[src/rtl/axi_ram_slave.sv]
// AXI4 slave bridging 8-byte INCR bursts onto a single-port-per-direction RAM.
// Write and read channels are handled by two independent state machines.
module axi_ram_slave #(
    parameter int ID_W = 4
) (
    input  logic            clk,
    input  logic            rst_n,
    input  logic [ID_W-1:0] awid,
    input  logic [31:0]     awaddr,
    input  logic [7:0]      awlen,
    input  logic            awvalid,
    output logic            awready,
    input  logic [63:0]     wdata,
    input  logic [7:0]      wstrb,
    input  logic            wlast,
    input  logic            wvalid,
    output logic            wready,
    output logic [ID_W-1:0] bid,
    output logic            bvalid,
    input  logic            bready,
    input  logic [ID_W-1:0] arid,
    input  logic [31:0]     araddr,
    input  logic [7:0]      arlen,
    input  logic            arvalid,
    output logic            arready,
    output logic [ID_W-1:0] rid,
    output logic [63:0]     rdata,
    output logic            rlast,
    output logic            rvalid,
    input  logic            rready,
    output logic [63:0]     ram_wr_data,
    output logic [11:0]     ram_wr_addr,
    output logic            ram_wr_en,
    output logic [7:0]      ram_wr_mask,
    output logic [11:0]     ram_rd_addr,
    input  logic [63:0]     ram_rd_data
);

    typedef enum logic [1:0] {W_IDLE, W_DATA, W_RESP} w_state_t;
    typedef enum logic       {R_IDLE, R_DATA}         r_state_t;

    w_state_t    w_state;
    r_state_t    r_state;
    logic [11:0] w_idx;
    logic [7:0]  w_cnt;
    logic [7:0]  w_len;
    logic [11:0] r_idx;
    logic [11:0] r_idx_nxt;
    logic [7:0]  r_cnt;
    logic [7:0]  r_len;
    logic        unused_bits;

    // Burst length is counted from awlen, so wlast and sub-word address bits carry no information.
    assign unused_bits = ^{awaddr[31:15], awaddr[2:0], araddr[31:15], araddr[2:0], wlast};

    // RAM write port is gated so every output stays at zero outside a data phase.
    assign wready      = (w_state == W_DATA);
    assign ram_wr_en   = wready && wvalid;
    assign ram_wr_data = wready ? wdata : '0;
    assign ram_wr_mask = wready ? wstrb : '0;
    assign ram_wr_addr = wready ? w_idx : '0;

    always_ff @(posedge clk or negedge rst_n) begin
        if (!rst_n) begin
            w_state <= W_IDLE;
            awready <= 1'b0;
            bvalid  <= 1'b0;
            bid     <= '0;
            w_idx   <= '0;
            w_cnt   <= '0;
            w_len   <= '0;
        end else begin
            case (w_state)
                W_IDLE: begin
                    if (awvalid && awready) begin
                        bid     <= awid;
                        w_idx   <= awaddr[14:3];
                        w_len   <= awlen;
                        w_cnt   <= '0;
                        awready <= 1'b0;
                        w_state <= W_DATA;
                    end else begin
                        awready <= 1'b1;
                    end
                end
                W_DATA: begin
                    if (wvalid) begin
                        w_idx <= w_idx + 12'd1;
                        w_cnt <= w_cnt + 8'd1;
                        if (w_cnt == w_len) begin
                            bvalid  <= 1'b1;
                            w_state <= W_RESP;
                        end
                    end
                end
                W_RESP: begin
                    if (bready) begin
                        bvalid  <= 1'b0;
                        awready <= 1'b1;
                        w_state <= W_IDLE;
                    end
                end
                default: w_state <= W_IDLE;
            endcase
        end
    end

    // While a beat is presented, the RAM already looks up the following word so it can load without a bubble.
    assign r_idx_nxt   = r_idx + 12'd1;
    assign ram_rd_addr = arready ? araddr[14:3] : ((r_state == R_DATA) ? r_idx_nxt : '0);

    always_ff @(posedge clk or negedge rst_n) begin
        if (!rst_n) begin
            r_state <= R_IDLE;
            arready <= 1'b0;
            rvalid  <= 1'b0;
            rdata   <= '0;
            rid     <= '0;
            rlast   <= 1'b0;
            r_idx   <= '0;
            r_cnt   <= '0;
            r_len   <= '0;
        end else begin
            case (r_state)
                R_IDLE: begin
                    if (arvalid && arready) begin
                        rdata   <= ram_rd_data;
                        rid     <= arid;
                        rlast   <= (arlen == 8'd0);
                        rvalid  <= 1'b1;
                        r_idx   <= araddr[14:3];
                        r_cnt   <= '0;
                        r_len   <= arlen;
                        arready <= 1'b0;
                        r_state <= R_DATA;
                    end else begin
                        arready <= 1'b1;
                    end
                end
                R_DATA: begin
                    if (rready) begin
                        if (rlast) begin
                            rvalid  <= 1'b0;
                            arready <= 1'b1;
                            r_state <= R_IDLE;
                        end else begin
                            rdata <= ram_rd_data;
                            r_idx <= r_idx_nxt;
                            r_cnt <= r_cnt + 8'd1;
                            rlast <= ((r_cnt + 8'd1) == r_len);
                        end
                    end
                end
                default: r_state <= R_IDLE;
            endcase
        end
    end

endmodule
[config.mk]
export PLATFORM = sky130hd
export DESIGN_NAME = axi_ram_slave
export DESIGN_NICKNAME = d
export VERILOG_FILES = /design/src/rtl/axi_ram_slave.sv
export SDC_FILE = /design/constraint.sdc
export NUM_CORES = 1
export LEC_CHECK = 0
export ABC_AREA = 1
export BUFFER_PORTS_ARGS = -buffer_cell sky130_fd_sc_hd__buf_4
export CAP_MARGIN = 10
export CORE_AREA = 4 4 154 156
export CTS_BUF_LIST = sky130_fd_sc_hd__clkbuf_4 sky130_fd_sc_hd__clkbuf_8 sky130_fd_sc_hd__clkbuf_16
export CTS_CLUSTER_DIAMETER = 50
export DETAILED_ROUTE_END_ITERATION = 10
export DIE_AREA = 0 0 158 160
export PLACE_DENSITY = 0.73
export SLEW_MARGIN = 20
export SYNTH_ARGS = -nofsm -noshare
export SYNTH_HDL_FRONTEND = slang
export SYNTH_SLANG_ARGS = --single-unit
export TNS_END_PERCENT = 5
[constraint.sdc]
create_clock -name clk -period 1.7 [get_ports clk]
set_input_delay 0.34 -clock clk [delete_from_list [all_inputs] [get_ports clk]]
set_output_delay 0.34 -clock clk [all_outputs]
set_load 0.01 [all_outputs]
==> results of run 1 <==
synth_stat cells, types with 3 or more instances:
cell,number
a21oi_1,37
a22oi_1,8
a31oi_1,6
buf_1,7
buf_2,17
buf_6,4
clkbuf_1,9
dfrtp_1,136
ha_1,4
inv_1,123
inv_2,6
nand2_1,342
nand2_2,3
nand3_1,29
nand3_2,3
nor2_1,114
nor2_2,10
nor2_4,3
o21ai_0,45
o21ai_1,4
o22ai_1,8
or2_2,3
xnor2_1,5
xor2_1,3
worst paths after layout:
check                                      from               to  slack [ns]
worst min-delay path            ram_rd_data[21]        rdata[21]        0.11
worst min register to register        rdata[23]        rdata[23]        0.47
worst max-delay path                   r_idx[0]  ram_rd_addr[10]       -0.54
min in group asynchronous                 rst_n           rid[3]        0.36
max in group asynchronous                 rst_n         w_len[2]        0.73
worst max register to register         r_cnt[0]            rlast        0.13
critical path, delay by kind of cell (launching register included):
family / cells / cell delay [ns]
and+or+nand+nor: 5 / 0.47
DFF: 1 / 0.36
AOI/OAI and AO/OA: 3 / 0.27
buffers and inverters: 2 / 0.20
adders and majority gates: 1 / 0.19
final cells by class:
| class | instances | share of cell area [%] |
|---|---|---|
| flip-flops and latches | 136 | 30.6 |
| repair buffers | 411 | 28.8 |
| multi-input cells | 648 | 27.6 |
| inverters | 129 | 4.40 |
| clock buffers | 20 | 4.09 |
| well taps | 285 | 3.21 |
| clock inverters | 12 | 1.28 |
stage by stage:
stage | setup TNS (ns) | utilization [%]
global route | -31.44 | 49.7
floorplan | -0.0125 | -
CTS | -24.11 | 49.3
finish | -21.51 | 49.7
detailed placement | -0.546 | 45.8
global placement | -0.328 | 45.8
kinds of logic (layout without fill, tap and decap cells):
family | after synthesis | count (layout) | synth area share [%]
AND/OR/NAND/NOR | 518 | 518 | 30.2
buffers and inverters | 167 | 572 | 9.77
AO/OA/AOI/OAI | 118 | 118 | 9.54
flip-flops | 136 | 136 | 48.8
XOR/XNOR | 8 | 8 | 1.00
adder cells (fa/ha/maj) | 4 | 4 | 0.717
state kept, by name, indices dropped and copies added, names as in the netlist:
signal and flops:
r_idx 12, arready 1, w_len 8, w_state 2, r_cnt 8, w_idx 12
r_state 1, bvalid 1, rid 4, w_cnt 8, bid 4, rvalid 1
rdata 64, r_len 8, awready 1, rlast 1
per-layer routing:
metal,part of all wire [%],global-route usage [%],vias to the layer above
met5,0,0,-
met1,38,20.8,3445
met2,50,32.0,294
met4,3.2,7.64,0
met3,9.1,6.50,43
li1,-,-,3718
where the power goes:
| group | switching (mW) | leakage, nW | total, mW | internal, mW |
|---|---|---|---|---|
| registers | 1.01 | 1.66 | 5.78 | 4.76 |
| clock network | 1.51 | 0.298 | 3.77 | 2.26 |
| logic | 5.74 | 4.21 | 10.4 | 4.65 |
| total | 8.27 | 6.17 | 19.9 | 11.7 |
layout by cell type (no fill, tap or decap), drive strengths merged, types with 5 or more instances in the layout:
| master | netlist | routed |
|---|---|---|
| xnor2 | 5 | 5 |
| nand3 | 32 | 32 |
| clkbuf | 9 | 20 |
| a22oi | 8 | 8 |
| buf | 29 | 410 |
| o21ai | 49 | 49 |
| a31oi | 6 | 6 |
| clkinv | 0 | 7 |
| inv | 129 | 132 |
| nand2 | 347 | 347 |
| nor2 | 127 | 127 |
| a21oi | 37 | 37 |
| dfrtp | 136 | 136 |
| o22ai | 8 | 8 |
what timing repair did:
action                                  in CTS  in global routing
hold buffers                                 1                  0
resized for setup                           59                 22
endpoints found under the setup margin      98                116
buffers inserted                             5                  2
pin swaps                                   11                  7
hold endpoints to repair                    27                  0
==> metrics.yaml, run 1 <==
result_of_the_run: "complete, but fails checks"
failed_checks: "setup timing"
path_cells: "ha_2 > nand2_2 > nor2_4 > inv_2 > nor2_4 > nand2_2 > nor2_2 > a21oi_1 > o21ai_1 > o21ai_1 > buf_4"
initial_antenna_violation_count: 0
pin_count_of_the_biggest_net_entering_global_routing: 59
die_h_um: 160
starting_utilization_of_the_core_area_pct: 31.2
ys_seq_area_share_pct: 48.8
dp_worst_slack_ns: -0.199
ys_top_cells_by_area: "dfrtp_1 49%, nand2_1 18%, inv_1 6.6%"
total_of_endpoints_with_negative_setup_slack_in_the_final_report: 98
timing.critical_path.slowest_cell_delay_ns: 0.36
slew_viol_final: 0
synthesis.area_um2: 6980
floorplan.die.width_um: 158
synth_largest_type_area_fraction_pct: 48.8
max_freq_ghz: 0.446
worst_pin_slew_ns: 0.364
viasPerCell: 4.57
drt-initial-drc-count: 430
cts_tree: "built"
post_synthesis_mean_instance_area_um2: 7.34
synth.net_count: 1187
port_buffers: 365
timing.slew.headroom_pct: 75.5
antennaDiodeCount: 0
total_power_mw: 19.9
layout-area-overhead-vs-synth_pct: 59.2
dp.cells: 1601
cp_slowest_cell: "dfrtp_1"
multi_input_comb_area_um2: 3070
clock_path_buffers: 2
die_area_um2: 25300
grt_use_total_pct: 18.6
postSynth.asyncResetShare_pct: 100
layoutNonFillerInstCount: 1641
final.period_utilization_pct: 132
critical_path.endpoint_type: "output port"
worst-endpoint-required_ns: 1.36
fp.coreArea_um2: 22400
cts.clk_slew.worst_paths_ns: 0.07
dpl_cell_area_um2: 10200
min_period_ns: 2.24
vias_in_the_first_global_route: 7570
worst_setup_path_start_kind: "flip-flop"
synth_seq_cells: 136
drc: 0
yosys_warnings: 0
power_per_cell_area_nw_per_um2: 1800
clock-root-buffer: "clkbuf_16"
regArea_um2: 3400
total_leakage_power_nw: 6.17
vdd.ir_drop.worst_mv: 0.878
timing_hold_violations_final: 0
setup_repair_after_global_routing_missed_its_margin: "yes"
htree_levels: 4
cp_max_fo: 3
finalNetCount: 1579
place_congestion: 1.05
yosys.cell_types.count: 42
holdCritPathClass: "input pin to flip-flop"
floorplan.io_pins: 407
detail_route.wl_per_cell_um: 14.8
drv.max_cap_violation_count: 0
skew_ns: 0.0137
rows: 55
total_via_count_after_detailed_routing: 7500
drive_above_1_share_pct: 38.8
grt_pass1_wl_um: 37700
hold_depth: 3
tritoncts_num_sinks: 136
synth_edf_count: 0
dr.pass1.iters: 5
grt.overflow.total: 0
yosysTopAreaCell: "dfrtp_1"
drt_antenna_net_count: 0
wl_um: 24300
filler_cell_count: 2128
hpwl_after_dpl_um: 19100
numCtsBuffers: 17
setup_slack_ns: -0.540
synthFlopType: "dfrtp_1"
postSynthCellCount: 951
timing.hold.ws_ns: 0.113
clock_insertion_delay_worst_skew_ns: 0.42
arrival_ns: 1.90
timing.setup.critical_path_class: "flip-flop to output port"
stdcell_area_um2: 11100
worst-r2r-cell-count: 12
Power figures use the tool's default switching activity.
==> run 2, diff against run 1 <==
BUFFER_PORTS_ARGS = -buffer_cell sky130_fd_sc_hd__buf_2   (was -buffer_cell sky130_fd_sc_hd__buf_4)
==> metrics.yaml, run 2 (synthesis results as in run 1) <==
failed_checks: "setup timing"  # unchanged
htree_levels: 4  # unchanged
drt_antenna_net_count: 0  # unchanged
result_of_the_run: "complete, but fails checks"  # unchanged
comb_power_share_pct: 49.5  # was 52.1%
path_cells: "buf_4 > nand3_2 > inv_2 > nand2_2 > nor2_4 > nand3_2 > a21oi_1 > o21ai_1 > o21ai_1 > buf_2"  # was ha_2 > nand2_2 > nor2_4 > inv_2 > nor2_4 > nand2_2 > nor2_2 > a21oi_1 > o21ai_1 > o21ai_1 > buf_4
place_congestion: 0.956  # was 1.05
vias_in_the_first_global_route: 7353  # was 7,570
power_per_cell_area_nw_per_um2: 1860  # was 1800 nW/µm²
reg_top3: "rdata: 64 flops, r_idx: 12 flops, w_idx: 12 flops"  # unchanged
critical_path.n_buffers_inverters: 3  # was 2
die_h_um: 160  # unchanged
final_cell_mix: "357 x buf_2, 337 x nand2_1, 134 x dfrtp_1"  # was 394 x buf_4, 338 x nand2_1, 136 x dfrtp_1
layout-area-overhead-vs-synth_pct: 46.2  # was 59.2%
stdcell_area_um2: 10200  # was 11,100 µm²
setup_slack_ns: -0.468  # was -0.540 ns
drive_above_1_share_pct: 38.6  # was 38.8%
worst-r2r-cell-count: 8  # was 12
hold_depth: 3  # unchanged
cp_slowest_cell: "dfrtp_1"  # unchanged
worst_hold_startpoint: "arid[0]"  # was ram_rd_data[21]
switching_share_pct: 43.2  # was 41.5%
timing.critical_path.slowest_cell_delay_ns: 0.38  # was 0.36 ns
worst_setup_path_start_kind: "flip-flop"  # unchanged
worst-endpoint-required_ns: 1.36  # about the same
worstReg2RegEnd: "w_idx[6]"  # was rlast
dpl_cell_area_um2: 9280  # was 10,200 µm²
die_area_um2: 25300  # unchanged
timing.setup.critical_path_class: "flip-flop to output port"  # unchanged
arrival_ns: 1.83  # was 1.90 ns
tritoncts_num_sinks: 136  # unchanged
timing_hold_violations_final: 0  # unchanged
drv.max_cap_violation_count: 0  # unchanged
setup_repair_after_global_routing_missed_its_margin: "yes"  # unchanged
total_via_count_after_detailed_routing: 7423  # was 7,500
cp_top_family: "flip-flops"  # was simple AND/OR/NAND/NOR gates
routed_metal_1_wirelength_um: 9150  # was 9240 µm
grt_pass1_wl_um: 36600  # was 37,700 µm
met2WireLength_um: 11800  # was 12,100 µm
met3_length_um: 2020  # was 2220 µm
mostFrequentLayoutCell: "buf_2"  # was buf_4
numCtsBuffers: 17  # unchanged
drc: 0  # unchanged
ff2ff_setup_slack_ns: 0.15  # was 0.13 ns
port_buffers: 365  # unchanged
critical_path.endpoint_type: "output port"  # unchanged
cts.clk_slew.worst_paths_ns: 0.06  # was 0.07 ns
worst_pin_slew_ns: 0.390  # was 0.364 ns
clockPowerShare_pct: 20.2  # was 18.9%
cp_max_fo: 3  # unchanged
finalNetCount: 1571  # was 1,579
wl_um: 23700  # was 24,300 µm
detail_route.wl_per_cell_um: 14.5  # was 14.8 µm
timing.slew.headroom_pct: 74.0  # was 75.5%
dr.pass1.iters: 5  # unchanged
filler_cell_count: 2190  # was 2,128
grt.overflow.total: 0  # unchanged
drt-initial-drc-count: 373  # was 430
clock_insertion_delay_worst_skew_ns: 0.42  # about the same
dp.cells: 1597  # was 1,601
pin_count_of_the_biggest_net_entering_global_routing: 66  # was 59
power_switching_mw: 8.20  # was 8.27 mW
floorplan.die.width_um: 158  # unchanged
hpwl_after_dpl_um: 18400  # was 19,100 µm
total_power_mw: 19.0  # was 19.9 mW
cellInternalPower_mw: 10.8  # was 11.7 mW
power.share.sequential_pct: 30.3  # was 29.0%
timing.hold.ws_ns: 0.108  # was 0.113 ns
clock_path_buffers: 2  # unchanged
vdd.ir_drop.worst_mv: 0.901  # was 0.878 mV
cts_tree: "built"  # unchanged
rr_startpoint: "w_state[0]"  # was r_cnt[0]
starting_utilization_of_the_core_area_pct: 31.2  # unchanged
holdCritPathClass: "input pin to flip-flop"  # unchanged
viasPerCell: 4.54  # was 4.57
layoutNonFillerInstCount: 1634  # was 1,641
max_freq_ghz: 0.461  # was 0.446 GHz
route.top_layer_used: "met5"  # was met4
clock-root-buffer: "clkbuf_16"  # unchanged
registers.top_by_ff_count: "rdata"  # unchanged
setup-tns-final_ns: -23.42  # was -21.51 ns
total_of_endpoints_with_negative_setup_slack_in_the_final_report: 98  # unchanged
initial_antenna_violation_count: 3  # was 0
floorplan.io_pins: 407  # unchanged
slew_viol_final: 0  # unchanged
fp.coreArea_um2: 22400  # unchanged
skew_ns: 0.0158  # was 0.0137 ns
flip_flop_count_of_the_largest_register_all_copies_and_words_added: 64  # unchanged
worst_min_delay_path_endpoint: "rid[0]"  # was rdata[21]
total_leakage_power_nw: 5.92  # was 6.17 nW
crit_start: "r_idx[0]"  # unchanged
grt_use_total_pct: 18.2  # was 18.6%
final.period_utilization_pct: 128  # was 132%
min_period_ns: 2.17  # was 2.24 ns
rows: 55  # unchanged
## run 2: cell types whose count changed in the layout (fill, tap and decap cells not counted), sizes merged, moves of 2 or more
cell and change:
buf -8, clkbuf -2, clkinv -2, diode +2
## run 2: how the worst max path moves through the flow
stage                                  to  slack [ns]  cells after the start
after floorplan           ram_rd_addr[10]       -0.01                      9
after global placement    ram_rd_addr[10]       -0.17                     11
after detailed placement  ram_rd_addr[10]       -0.17                     11
after CTS                 ram_rd_addr[10]       -0.54                     11
after global routing      ram_rd_addr[11]       -0.61                     10
final                     ram_rd_addr[11]       -0.47                     10
## run 2: what timing repair did
action,4_1_cts,5_1_grt
hold buffers,1,0
resized for setup,56,46
setup endpoints to repair,98,103
hold endpoints to repair,27,0
pin swaps,10,14
buffers inserted,4,0
gates cloned,0,0
## run 2: tightest hold or removal path: stages
cell and delay [ns]:
buf_2 0.07, nand2_1 0.04, nand2_1 0.04
## run 2: power groups by stage
stage          registers [mW]  clock network [mW]  logic (mW)
6_report                 5.75                3.83        9.38
5_1_grt                  5.96                4.08        10.5
4_1_cts                  5.70                3.92        9.22
3_5_place_dp             5.70                   0        8.87
3_3_place_gp             5.68                   0        8.65
2_1_floorplan            6.05                   0        4.94
## run 2: stage by stage
step	setup slack [ns]	util (%)
after detailed placement	-0.172	41.5
final	-0.468	45.6
after floorplan	-0.0125	-
after global placement	-0.168	41.5
after global routing	-0.610	45.6
after CTS	-0.539	45.1
## run 2: per-layer routing
metal	GRT usage, %	vias to the layer above
li1	-	3697
met1	20.3	3352
met2	31.5	330
met3	5.96	42
met4	7.44	2
met5	0	-
## run 2: cell type report
type,instances,area [µm²],area share (%)
Sequential cell,136,3410,33.4
Multi-Input combinational cell,648,3110,30.5
Timing Repair Buffer,403,2230,21.8
Inverter,129,494,4.85
Clock buffer,18,433,4.24
Tap cell,285,357,3.50
Clock inverter,13,171,1.68
Antenna cell,2,5.00,0.0491
==> run 3, diff against run 2 <==
CELL_PAD_IN_SITES_DETAIL_PLACEMENT = 1   (was default)
CELL_PAD_IN_SITES_GLOBAL_PLACEMENT = 2   (was default)
CORE_AREA = default   (was 4 4 154 156)
CORE_MARGIN = 4   (was default)
CORE_UTILIZATION = 20   (was default)
DIE_AREA = default   (was 0 0 158 160)
PLACE_DENSITY = 0.86   (was 0.73)
==> metrics.yaml, run 3 (synthesis results as in run 1) <==
result_of_the_run: "complete, but fails checks"  # unchanged
failed_checks: "setup timing"  # unchanged
clock-root-buffer: "clkbuf_16"  # unchanged
numCtsBuffers: 17  # unchanged
die_area_um2: 37900  # was 25,300 µm²
timing.slew.headroom_pct: 71.4  # was 74.0%
worst_setup_path_start_kind: "flip-flop"  # unchanged
fp.coreArea_um2: 34500  # was 22,400 µm²
detail_route.wl_per_cell_um: 15.3  # was 14.5 µm
cp_max_fo: 3  # unchanged
setup_repair_after_global_routing_missed_its_margin: "yes"  # unchanged
worst_pin_slew_ns: 0.430  # was 0.390 ns
floorplan.io_pins: 407  # unchanged
timing.setup.critical_path_class: "flip-flop to output port"  # unchanged
slew_viol_final: 0  # unchanged
worst-r2r-cell-count: 9  # was 8
cp_num_cells: 11  # was 10
grt.overflow.total: 0  # unchanged
holdCritPathClass: "input pin to flip-flop"  # unchanged
layout-area-overhead-vs-synth_pct: 48.9  # was 46.2%
path_cells: "ha_2 > nand2_2 > nor2_4 > inv_2 > nor2_4 > nand2_2 > nor2_2 > a21oi_1 > o21ai_1 > o21ai_1 > buf_2"  # was buf_4 > nand3_2 > inv_2 > nand2_2 > nor2_4 > nand3_2 > a21oi_1 > o21ai_1 > o21ai_1 > buf_2
worst-endpoint-required_ns: 1.36  # about the same
vias_in_the_first_global_route: 8097  # was 7,353
clockPowerShare_pct: 20.3  # was 20.2%
wl_um: 27700  # was 23,700 µm
grt_use_total_pct: 14.3  # was 18.2%
cellInternalPower_mw: 10.9  # was 10.8 mW
rows: 68  # was 55
power_switching_mw: 8.38  # was 8.20 mW
final.period_utilization_pct: 130  # was 128%
comb_power_share_pct: 50.1  # was 49.5%
dr.pass1.iters: 4  # was 5
worstReg2RegEnd: "rdata[42]"  # was w_idx[6]
cp_top_family: "simple AND/OR/NAND/NOR gates"  # was flip-flops
rr_startpoint: "r_state"  # was w_state[0]
grt_pass1_wl_um: 43900  # was 36,600 µm
drt-initial-drc-count: 232  # was 373
port_buffers: 365  # unchanged
power_per_cell_area_nw_per_um2: 1860  # about the same
min_period_ns: 2.21  # was 2.17 ns
registers.top_by_ff_count: "rdata"  # unchanged
initial_antenna_violation_count: 4  # was 3
hpwl_after_dpl_um: 21800  # was 18,400 µm
die_h_um: 195  # was 160 µm
pin_count_of_the_biggest_net_entering_global_routing: 64  # was 66
max_freq_ghz: 0.452  # was 0.461 GHz
setup_slack_ns: -0.512  # was -0.468 ns
drt_antenna_net_count: 0  # unchanged
viasPerCell: 4.18  # was 4.54
flip_flop_count_of_the_largest_register_all_copies_and_words_added: 64  # unchanged
drv.max_cap_violation_count: 0  # unchanged
floorplan.die.width_um: 195  # was 158 µm
finish.utilization_pct: 30.2  # was 45.6%
clock_path_buffers: 2  # unchanged
finalNetCount: 1579  # was 1,571
arrival_ns: 1.87  # was 1.83 ns
critical_path.n_buffers_inverters: 2  # was 3
cts_tree: "built"  # unchanged
vdd.ir_drop.worst_mv: 0.777  # was 0.901 mV
timing.critical_path.slowest_cell_delay_ns: 0.36  # was 0.38 ns
drc: 0  # unchanged
cts.clk_slew.worst_paths_ns: 0.06  # about the same
timing_hold_violations_final: 0  # unchanged
critical_path.endpoint_type: "output port"  # unchanged
ff2ff_setup_slack_ns: 0.12  # was 0.15 ns
reg_top3: "rdata: 64 flops, r_idx: 12 flops, w_idx: 12 flops"  # unchanged
crit_start: "r_idx[1]"  # was r_idx[0]
total_via_count_after_detailed_routing: 7572  # was 7,423
final_cell_mix: "352 x buf_2, 337 x nand2_1, 136 x dfrtp_1"  # was 357 x buf_2, 337 x nand2_1, 134 x dfrtp_1
critical_path.endpoint: "ram_rd_addr[10]"  # was ram_rd_addr[11]
clock_insertion_delay_worst_skew_ns: 0.42  # about the same
antennaDiodeCount: 0  # was 2
place_congestion: 0.927  # was 0.956
starting_utilization_of_the_core_area_pct: 20.2  # was 31.2%
setup-tns-final_ns: -22.74  # was -23.42 ns
power.share.sequential_pct: 29.6  # was 30.3%
drive_above_1_share_pct: 37.0  # was 38.6%
dp_worst_slack_ns: -0.214  # was -0.172 ns
tritoncts_num_sinks: 136  # unchanged
total_of_endpoints_with_negative_setup_slack_in_the_final_report: 98  # unchanged
htree_levels: 4  # unchanged
mostFrequentLayoutCell: "buf_2"  # unchanged
cp_slowest_cell: "dfrtp_1"  # unchanged
skew_ns: 0.00736  # was 0.0158 ns
total_leakage_power_nw: 5.95  # was 5.92 nW
switching_share_pct: 43.4  # was 43.2%
## run 3: changes by cell type in the layout (fill, tap and decap cells not counted), sizes merged
cell,change
buf,+8
clkbuf,+2
clkinv,+1
diode,-2
inv,-3
## run 3: worst min-delay path by stage
stage / endpoint / slack (ns) / startpoint / depth (start not counted)
final: rid[0] / 0.11 / arid[0] / 3
after global routing: rid[0] / 0.1 / arid[0] / 3
after CTS: w_len[4] / 0.09 / awlen[4] / 3
after detailed placement: rid[0] / 0.30 / rst_n / 1
after global placement: rid[0] / 0.30 / rst_n / 1
after floorplan: arready / 0.04 / rst_n / 0
## run 3: area by class of cell
cell class                 instances  area (µm²)
clock buffer                      20         460
clock inverter                    11         148
fill                            4317       24100
inverter                         129         492
multi-input combinational        648        3000
sequential                       136        3400
tap                              455         569
timing repair buffer             411        2320
## run 3: timing repair
action,in CTS,in global routing
hold buffers,1,0
pin swaps,4,3
endpoints found under the hold margin,35,0
setup endpoints to repair,98,134
setup buffers,4,2
resized for setup,45,22
## run 3: worst min-delay path, cell delays in order
cell     delay [ns]
buf_2          0.07
nand2_1        0.04
nand2_1        0.04
## run 3: through the flow
stage | cells | power, mW | instance area [µm²] | hold WS [ns]
2_1_floorplan | 951 | 11.0 | 6980 | 0.0444
5_1_grt | 1810 | 21.0 | 10400 | 0.0953
4_1_cts | 1808 | 19.5 | 10300 | 0.0901
3_5_place_dp | 1772 | 15.1 | 9570 | 0.301
6_report | 1810 | 19.3 | 10400 | 0.112
3_3_place_gp | 1772 | 14.8 | 9570 | 0.297
## run 3: power groups by stage
stage / sequential, mW / clock (mW) / combinational (mW)
after floorplan: 6.05 / 0 / 4.94
final: 5.71 / 3.92 / 9.69
after global routing: 5.94 / 4.21 / 10.9
after global placement: 5.67 / 0 / 9.15
after detailed placement: 5.73 / 0 / 9.41
after CTS: 5.72 / 4.06 / 9.76
## run 3: layer usage
metal / global-route usage [%] / part of all wire [%] / up-vias
met2: 25.3 / 49 / 278
met3: 5.34 / 8.7 / 27
met5: 0 / 0.15 / -
met4: 3.23 / 1.3 / 6
met1: 16.5 / 41 / 3562
li1: - / - / 3699
